--- src/rtl/pwm16bits_capture_if.sv ---
// pwm16bits_capture_if: control inputs and measurement results of the PWM capture block
interface pwm16bits_capture_if;
    logic        ce;
    logic        en;
    logic        invert;
    logic [15:0] timeout_max;
    logic        pwm_in;
    logic [15:0] period;
    logic [15:0] high_time;
    logic        meas_valid;
    logic        locked;
    logic        timeout;

    modport master (
        output ce, en, invert, timeout_max, pwm_in,
        input  period, high_time, meas_valid, locked, timeout
    );

    modport slave (
        input  ce, en, invert, timeout_max, pwm_in,
        output period, high_time, meas_valid, locked, timeout
    );
endinterface

--- src/rtl/pwm16bits_capture.sv ---
// pwm16bits_capture: measures period and high time of an asynchronous PWM input in ce ticks
module pwm16bits_capture (
    input logic                 clk,
    input logic                 rst,
    pwm16bits_capture_if.slave  bus
);
    typedef enum logic [1:0] {IDLE, HIGH, LOW} state_t;

    state_t      state_q, state_d;
    logic        sync1_q, sync1_d, sync2_q, sync2_d, sig_q, sig_d;
    logic [15:0] cnt_q, cnt_d, hi_q, hi_d, period_q, period_d, high_q, high_d;
    logic        valid_q, valid_d, locked_q, locked_d, timeout_q, timeout_d;
    logic        sig, rise, fall, to_hit;
    logic [16:0] sum;
    logic [15:0] cnt_inc;

    assign sig     = sync2_q ^ bus.invert;
    assign rise    = sig & ~sig_q;
    assign fall    = ~sig & sig_q;
    assign sum     = {1'b0, cnt_q} + {16'd0, bus.ce};
    assign cnt_inc = sum[16] ? 16'hFFFF : sum[15:0];
    assign to_hit  = (bus.timeout_max != 16'd0) && (cnt_q >= bus.timeout_max);

    assign bus.period     = period_q;
    assign bus.high_time  = high_q;
    assign bus.meas_valid = valid_q;
    assign bus.locked     = locked_q;
    assign bus.timeout    = timeout_q;

    // Synchronizer, edge history, measurement FSM and result registers
    always_ff @(posedge clk or negedge rst) begin
        if (!rst) begin
            state_q   <= IDLE;
            sync1_q   <= 1'b0;
            sync2_q   <= 1'b0;
            sig_q     <= 1'b0;
            cnt_q     <= 16'd0;
            hi_q      <= 16'd0;
            period_q  <= 16'd0;
            high_q    <= 16'd0;
            valid_q   <= 1'b0;
            locked_q  <= 1'b0;
            timeout_q <= 1'b0;
        end else begin
            state_q   <= state_d;
            sync1_q   <= sync1_d;
            sync2_q   <= sync2_d;
            sig_q     <= sig_d;
            cnt_q     <= cnt_d;
            hi_q      <= hi_d;
            period_q  <= period_d;
            high_q    <= high_d;
            valid_q   <= valid_d;
            locked_q  <= locked_d;
            timeout_q <= timeout_d;
        end
    end

    // Next state: edges win over timeout; a full period is published only on the closing rise
    always_comb begin
        sync1_d   = bus.pwm_in;
        sync2_d   = sync1_q;
        sig_d     = sig;
        state_d   = state_q;
        cnt_d     = cnt_inc;
        hi_d      = hi_q;
        period_d  = period_q;
        high_d    = high_q;
        valid_d   = 1'b0;
        locked_d  = locked_q;
        timeout_d = timeout_q;
        if (!bus.en) begin
            state_d  = IDLE;
            cnt_d    = 16'd0;
            locked_d = 1'b0;
        end else begin
            case (state_q)
                IDLE: begin
                    cnt_d   = 16'd0;
                    state_d = rise ? HIGH : IDLE;
                end
                HIGH: begin
                    if (fall) begin
                        hi_d    = cnt_inc;
                        state_d = LOW;
                    end else if (to_hit) begin
                        state_d   = IDLE;
                        cnt_d     = 16'd0;
                        timeout_d = 1'b1;
                        locked_d  = 1'b0;
                    end
                end
                LOW: begin
                    if (rise) begin
                        period_d  = cnt_inc;
                        high_d    = hi_q;
                        valid_d   = 1'b1;
                        locked_d  = 1'b1;
                        timeout_d = 1'b0;
                        cnt_d     = 16'd0;
                        state_d   = HIGH;
                    end else if (to_hit) begin
                        state_d   = IDLE;
                        cnt_d     = 16'd0;
                        timeout_d = 1'b1;
                        locked_d  = 1'b0;
                    end
                end
                default: begin
                    state_d = IDLE;
                    cnt_d   = 16'd0;
                end
            endcase
        end
    end
endmodule
--- src/flat_wrapper.sv ---
// flat-port wrapper written by rule: the top's interface ports become plain ports
module pwm16bits_capture_flat 
  (clk, rst, bus_ce, bus_en, bus_invert, bus_timeout_max, bus_pwm_in, bus_period, bus_high_time, bus_meas_valid, bus_locked, bus_timeout);
  pwm16bits_capture_if bus_i ();
  input logic clk;
  input logic rst;
  input wire logic [$bits(bus_i.ce)-1:0] bus_ce;
  input wire logic [$bits(bus_i.en)-1:0] bus_en;
  input wire logic [$bits(bus_i.invert)-1:0] bus_invert;
  input wire logic [$bits(bus_i.timeout_max)-1:0] bus_timeout_max;
  input wire logic [$bits(bus_i.pwm_in)-1:0] bus_pwm_in;
  output wire logic [$bits(bus_i.period)-1:0] bus_period;
  output wire logic [$bits(bus_i.high_time)-1:0] bus_high_time;
  output wire logic [$bits(bus_i.meas_valid)-1:0] bus_meas_valid;
  output wire logic [$bits(bus_i.locked)-1:0] bus_locked;
  output wire logic [$bits(bus_i.timeout)-1:0] bus_timeout;
  assign bus_i.ce = bus_ce;
  assign bus_i.en = bus_en;
  assign bus_i.invert = bus_invert;
  assign bus_i.timeout_max = bus_timeout_max;
  assign bus_i.pwm_in = bus_pwm_in;
  assign bus_period = bus_i.period;
  assign bus_high_time = bus_i.high_time;
  assign bus_meas_valid = bus_i.meas_valid;
  assign bus_locked = bus_i.locked;
  assign bus_timeout = bus_i.timeout;
  pwm16bits_capture u_core (.clk(clk), .rst(rst), .bus(bus_i));
endmodule
--- config.mk ---
export PLATFORM = sky130hd
export DESIGN_NAME = pwm16bits_capture_flat
export DESIGN_NICKNAME = d
export VERILOG_FILES = /design/src/rtl/pwm16bits_capture_if.sv /design/src/rtl/pwm16bits_capture.sv /design/src/flat_wrapper.sv
export SDC_FILE = /design/constraint.sdc
export NUM_CORES = 1
export LEC_CHECK = 0
export BUFFER_PORTS_ARGS = -buffer_cell sky130_fd_sc_hd__clkbuf_2
export CORE_MARGIN = 5
export CORE_UTILIZATION = 40
export DETAILED_ROUTE_END_ITERATION = 10
export GPL_TIMING_DRIVEN = 0
export SLEW_MARGIN = 15
export SYNTH_ARGS = -nofsm -noshare
export SYNTH_HDL_FRONTEND = slang
export SYNTH_SLANG_ARGS = --single-unit
--- constraint.sdc ---
create_clock -name clk -period 5.7 [get_ports clk]
set_input_delay 0.855 -clock clk [delete_from_list [all_inputs] [get_ports clk]]
set_output_delay 0.855 -clock clk [all_outputs]
set_load 0.02 [all_outputs]
# ---- Yosys cells after proc, flatten, opt, wreduce, memory -nomap -nowiden
# Index checks and enable logic that the tools add are counted.
dict set report word_totals {
  ff_bits 72
  in_bits 22
  out_inout_bits 35
  elab_cells 55
}
dict set report classes {
  bitwise 5
  n_lt_le_gt_ge 1
  reduce_logical 8
  n_eq_ne 5
  muxes 24
  add_sub_neg 1
}
# operator n
set ops {}
lappend ops {{$mux W16} 5}
lappend ops {{$pmux W16 S2} 1}
lappend ops {{$add A16 B1 Y17} 1}
lappend ops {{$ge A16 B16 Y1} 1}
lappend ops {{$reduce_bool A16 Y1} 1}
lappend ops {{$mux W1} 11}
lappend ops {{$reduce_and A3 Y1} 3}
lappend ops {{$mux W2} 4}
lappend ops {{$pmux W2 S3} 1}
lappend ops {{$pmux W1 S2} 2}
lappend ops {{$ne A3 B1 Y1 const B} 1}
lappend ops {{$ne A3 B3 Y1 const B} 1}
lappend ops {{$and A1 B1 Y1} 2}
lappend ops {{$eq A2 B1 Y1 const B} 1}
lappend ops {{$eq A2 B2 Y1 const B} 1}
lappend ops {{$logic_not A2 Y1} 1}
lappend ops {{$ne A2 B2 Y1 const B} 1}
lappend ops {{$not A1 Y1} 2}
lappend ops {{$reduce_and A2 Y1} 1}
lappend ops {{$reduce_bool A2 Y1} 1}
lappend ops {{$logic_and A1 B1 Y1} 1}
lappend ops {{$xor A1 B1 Y1} 1}

# ---- Depth between registers and ports, before layout
dict set report depth {
  word_depth 6
  depth_mapped 8
  ltp_nobuf 7
}

# ---- Worst setup path after synthesis
# OpenSTA, ideal clock, no wires.
dict set report synth_path {
  path_kind {in2reg}
  from {input bus_ce}
  to {register u_core.hi_q[14]}
  stages 7
  required_time_ns 5.570
  path_buffers 1
  arrival_time_ns 2.326
  setup_slack_ns 3.245
  setup_time_ns 0.130
  path_cell_list {ha_1 > ha_1 > clkbuf_1 > nand3_4 > or4b_1 > o21ai_2 > o21ai_1}
}
dict set report synth_via {
  elab_chain_len 2
}
# element line_no
set synth_lines {}
lappend synth_lines {{start, declared} flat_wrapper.sv:7} ;# input wire logic [$bits(bus_i.ce)-1:0] bus_ce;
lappend synth_lines {{$add A16 B1 Y17} pwm16bits_capture.sv:20} ;# assign sum = {1'b0, cnt_q} + {16'd0, bus.ce};
lappend synth_lines {{$mux W16} pwm16bits_capture.sv:21} ;# assign cnt_inc = sum[16] ? 16'hFFFF : sum[15:0];
lappend synth_lines {{end signal, assigned} pwm16bits_capture.sv:50} ;# hi_q <= hi_d;
lappend synth_lines {{end, declared} pwm16bits_capture.sv:11} ;# logic [15:0] cnt_q, cnt_d, hi_q, hi_d, period_q, period_d, high_q, high_d;
# No other way between the ends.
# A chain may end at the register's enable or synchronous reset.

# ---- Worst setup path in the final report
dict set report layout_path {
  from {input bus_timeout_max[15]}
  to {register u_core.locked_q, in the netlist u_core.bus.locked}
}
dict set report layout_via {
  elab_chain_len 6
  elab_cells_between_ends 8
  classes_between {order compare: 1; mux: 5; reduce/logical: 2}
}
# element line_no
set layout_lines {}
lappend layout_lines {{start, declared} flat_wrapper.sv:10} ;# input wire logic [$bits(bus_i.timeout_max)-1:0] bus_timeout_max;
lappend layout_lines {{$ge A16 B16 Y1 / $reduce_bool A16 Y1 (equally long branches)} pwm16bits_capture.sv:22} ;# assign to_hit = (bus.timeout_max != 16'd0) && (cnt_q >= bus.timeout_max);
lappend layout_lines {{$logic_and A1 B1 Y1 *} pwm16bits_capture.sv:22}
lappend layout_lines {{$mux W1 *} n/a}
lappend layout_lines {{$mux W1 (on tied branches)} n/a}
lappend layout_lines {{$pmux W1 S2 *} n/a}
lappend layout_lines {{$mux W1 *} n/a}
lappend layout_lines {{end signal, assigned} pwm16bits_capture.sv:54} ;# locked_q <= locked_d;
lappend layout_lines {{end, declared} pwm16bits_capture.sv:12} ;# logic valid_q, valid_d, locked_q, locked_d, timeout_q, timeout_d;
# Mark *: on every way between the ends. The rest lies on a longest branch, timed or not. The select of a mux whose other input is x is not followed.

==> results.md <==
Final layout:
- The top cell types in the final layout, fill and taps aside, are sky130_fd_sc_hd__nand2_1 (91), sky130_fd_sc_hd__dfrtp_1 (72), sky130_fd_sc_hd__clkbuf_2 (55).
- For this run, the share of the core covered by cells in the final layout is 48.7%.
- The total number of nets in the final design is 478.
- From synthesis to final layout, the design area changed by 19.5%.
- The post-route netlist has 23.2% of its cells at a drive strength greater than 1.
- The antenna diode count is 0.
- The leading cell type in the layout, fill and taps excluded is sky130_fd_sc_hd__nand2_1.

Logic synthesis:
- The most used flip-flop cell after synthesis is sky130_fd_sc_hd__dfrtp_1.
- The share of synthesized area in the top cell type comes to 50.9%.
- For this run, the register share of the synthesized area comes to 50.9%.
- Ranked by total cell area, the synthesized netlist is headed by sky130_fd_sc_hd__dfrtp_1 (51%), sky130_fd_sc_hd__nand2_1 (9.6%), sky130_fd_sc_hd__ha_1 (7.8%).
- The post-synthesis async set-or-reset flop share is 100%.
- The cell taking the most area after synthesis is sky130_fd_sc_hd__dfrtp_1.
- For this run, the number of Yosys warnings is 0.
- The synthesized area per cell is 9.67 um^2.
- Counting every net in the synthesized netlist gives 410.
- Synthesis produced 366 cells.
- In this run, synthesis inferred 0 flip-flops with an integrated enable.
- The post-synthesis instance area is 3540 um^2.
- The count of different cell masters after synthesis is 48.
- In this run, synthesis produced a sequential element count of 72.

Floorplanning:
- The die outline width is 104 um.
- The die is 104 um tall.
- After floorplanning, the core was divided into 34 placement rows.
- The region available for standard cell placement spans 8680 um^2.
- Pin placement for this block handled 57 I/O pins.
- The die area is 10800 um^2.
- For this configuration, the core starts out at a cell density of 40.8%.

Run:
- Across the run, the number of max-cap violations was 0.

Critical path:
- At the worst endpoint, the arrival time is 2780 ps.
- The signal on the critical path passes through clkbuf_2 > inv_1 > ha_1 > nand4_1 > nor3_2 > a211oi_1 > a21oi_2 > buf_6 > a21oi_1.
- In this run the critical register-to-register path is launched from u_core.cnt_q[15].
- The last element of the critical path is u_core.bus.locked.
- The worst setup path is captured at a register.
- The data required time at the worst endpoint is 5920 ps.
- The maximum fanout along the worst path is 10.
- The nature of the critical path startpoint is a primary input.
- The longest individual stage delay on the worst path is 520 ps.
- The number of cell instances on the worst register-to-register path is 7.
- Among all stages on the critical path, the largest delay is contributed by sky130_fd_sc_hd__a21oi_2.
- The endpoint of the most critical register-to-register path is u_core.bus.locked.
- The count of cell instances traversed by the critical path is 9.
- On the critical path the largest part of the delay comes from compound AO/OA/AOI/OAI gates.
- The buffering stage count on the worst path with inverters included is 3.
- The source of the critical timing path is bus_timeout_max[15].
- The setup path with the least slack is of type in -> reg.
- The internal reg-to-reg setup slack is 3310 ps.

Routing:
- The per-cell via count in the routed design is 5.05.
- The final route contains 2760 vias.
- The detailed-route wire length per cell is 14.5 um.
- Once detail routing completed, the nets flagged for antenna violations numbered 0.
- The first detailed-routing pass ran for 4 iterations.
- For this run, design rule violations remaining after detail routing come to 0.
- The violation count after the first detailed-route iteration is 102.
- The final wirelength is 7910 um.

Power and ir drop:
- The peak supply drop is 128 uV.
- The standby leakage power is 2.15 nW.
- Power comes to 1.04 mW.
- The power density over cell area is 247 nW/um^2.

Timing:
- For the pin with the worst max-slew slack, the measured transition is 611 ps.
- Setup violations remaining at the end of the flow were counted as 0.
- The final hold violation count was 0.
- The tightest hold path in the finished design has a slack of 369 ps.
- The final count of pins violating max slew is 0.
- The worst slew slack as a fraction of its limit is 59.1%.
- The routed design could run at a clock period as short as 2560 ps.
- The setup skew after layout is 5.86 ps.
- Setup repair after global routing left no endpoint under its margin.
- Dividing the final minimum period by the clock period gives 44.9%.
- Adding up every negative setup slack in the final design gives 0 ps.
- The maximum clock frequency is 391 MHz.

CTS:
- The tree is rooted in a sky130_fd_sc_hd__clkbuf_8.
- TritonCTS built the clock tree.
- Clock tree synthesis inserted a total of 9 buffers.
- After clock tree synthesis, the clock-pin slew on the worst setup and hold paths is 70 ps.
- For the worst-skew pair, the clock arrives at the later sink with an insertion delay of 340 ps.
- The longest clock path from root to sink contains 2 buffers.
- For this design, the sink count on the clock tree is 72.
- The number of buffers inserted by hold repair at cts is 0.
- In this run the number of H-tree levels came out at 3.
- In this run, post-CTS repair resized a total of 0 instances.
- The buffers inserted during post-CTS setup optimization is 0.

GRT:
- The first global-routing pass estimated 13700 um of wire.
- Entering global routing, the biggest net connects 54 pins.
- The via count of the first global-routing pass came to 2786.
- The number of antenna violations at the first check in global routing is 0.
- The total routing resource utilization after global routing is 15.3%.
- Global routing finished with a remaining overflow of 0.

Status:
- The flow ran to the end, and the final reports show no timing, DRC or antenna violations.

Hold path:
- The min-delay analysis places its worst path in the category reg -> reg.

Placement:
- The count of buffers inserted at the top-level ports is 56.
- The placer congestion estimate is 0.802.
- Detailed placement finished with a half-perimeter wire length of 6050 um.
## layout make-up
class,count,area [um^2]
fill,853,4450
sequential,72,1800
multi-input combinational,257,1570
timing repair buffer,57,310
tap,108,135
clock buffer,9,124
clock inverter,7,120
buffer,16,87.6
inverter,21,78.8
## registers in the layout, summed over array words and instances, names as in the netlist
signal / cells
u_core.cnt_q: 16
u_core.bus.meas_valid: 1
u_core.sig_q: 1
u_core.bus.locked: 1
u_core.sync1_q: 1
u_core.state_q: 2
u_core.bus.timeout: 1
u_core.sync2_q: 1
u_core.hi_q: 16
u_core.bus.period: 16
u_core.bus.high_time: 16
## where the power goes
group | internal [mW] | switching, mW
combinational | 0.0166 | 0.0279
sequential | 0.514 | 0.00238
clock | 0.291 | 0.193
## per-layer routing
layer / track usage (%) / routed length, um / vias up
met4: 2.78 / 55 / 0
met1: 20.7 / 3810 / 1315
met2: 24.3 / 3710 / 52
met3: 4.72 / 339 / 11
met5: 0 / 0 / -
li1: - / - / 1382
## worst min path at each step
stage / start / endpoint / slack (ps) / cells after the start
2_1_floorplan: u_core.sync1_q / u_core.sync2_q / 330 / 0
5_1_grt: u_core.sync1_q / u_core.sync2_q / 380 / 0
6_report: u_core.sync1_q / u_core.sync2_q / 370 / 0
3_5_place_dp: u_core.sync1_q / u_core.sync2_q / 350 / 0
4_1_cts: u_core.sync1_q / u_core.sync2_q / 370 / 0
3_3_place_gp: u_core.sync1_q / u_core.sync2_q / 340 / 0
## synth_stat cells, types with 3 or more instances
cell	number
sky130_fd_sc_hd__nand2_1	91
sky130_fd_sc_hd__dfrtp_1	72
sky130_fd_sc_hd__o21ai_1	28
sky130_fd_sc_hd__ha_1	22
sky130_fd_sc_hd__inv_1	20
sky130_fd_sc_hd__nor2_1	15
sky130_fd_sc_hd__a21oi_1	11
sky130_fd_sc_hd__nor3_2	10
sky130_fd_sc_hd__o21ai_0	9
sky130_fd_sc_hd__nand4_1	8
sky130_fd_sc_hd__nor3_1	8
sky130_fd_sc_hd__clkbuf_1	7
sky130_fd_sc_hd__nand3_1	5
sky130_fd_sc_hd__xnor2_1	5
sky130_fd_sc_hd__and3_1	4
sky130_fd_sc_hd__buf_2	4
sky130_fd_sc_hd__buf_4	4
sky130_fd_sc_hd__nor4_1	4
sky130_fd_sc_hd__and4_1	3
## stage by stage
step           worst slack, ps  cells  cell area, um^2
6_report                  3140    547             4230
5_1_grt                   3010    547             4230
4_1_cts                   3130    547             4230
3_5_place_dp              2780    531             3990
3_3_place_gp              2780    530             3960
2_1_floorplan             3240    366             3540
## worst reg2reg max path, delay by kind of cell, from the launching register on
family,cells,cell delay (ps)
adder cells (fa/ha/maj),1,360
AND/OR/NAND/NOR,2,450
flip-flops,1,440
AO/OA/AOI/OAI,3,780
buffers and inverters,1,260
## cells by family (layout without fill, tap and decap cells)
kind of cell	count (synthesis)	in the layout	share of synthesized area (%)
xor+xnor	8	8	2.19
compound gates	65	65	11.3
flops	72	72	50.9
buf+inv	37	110	4.70
fa+ha+maj	22	22	7.77
mux	2	2	0.565
simple gates	160	160	22.6
(Power assumes the default switching activity.)
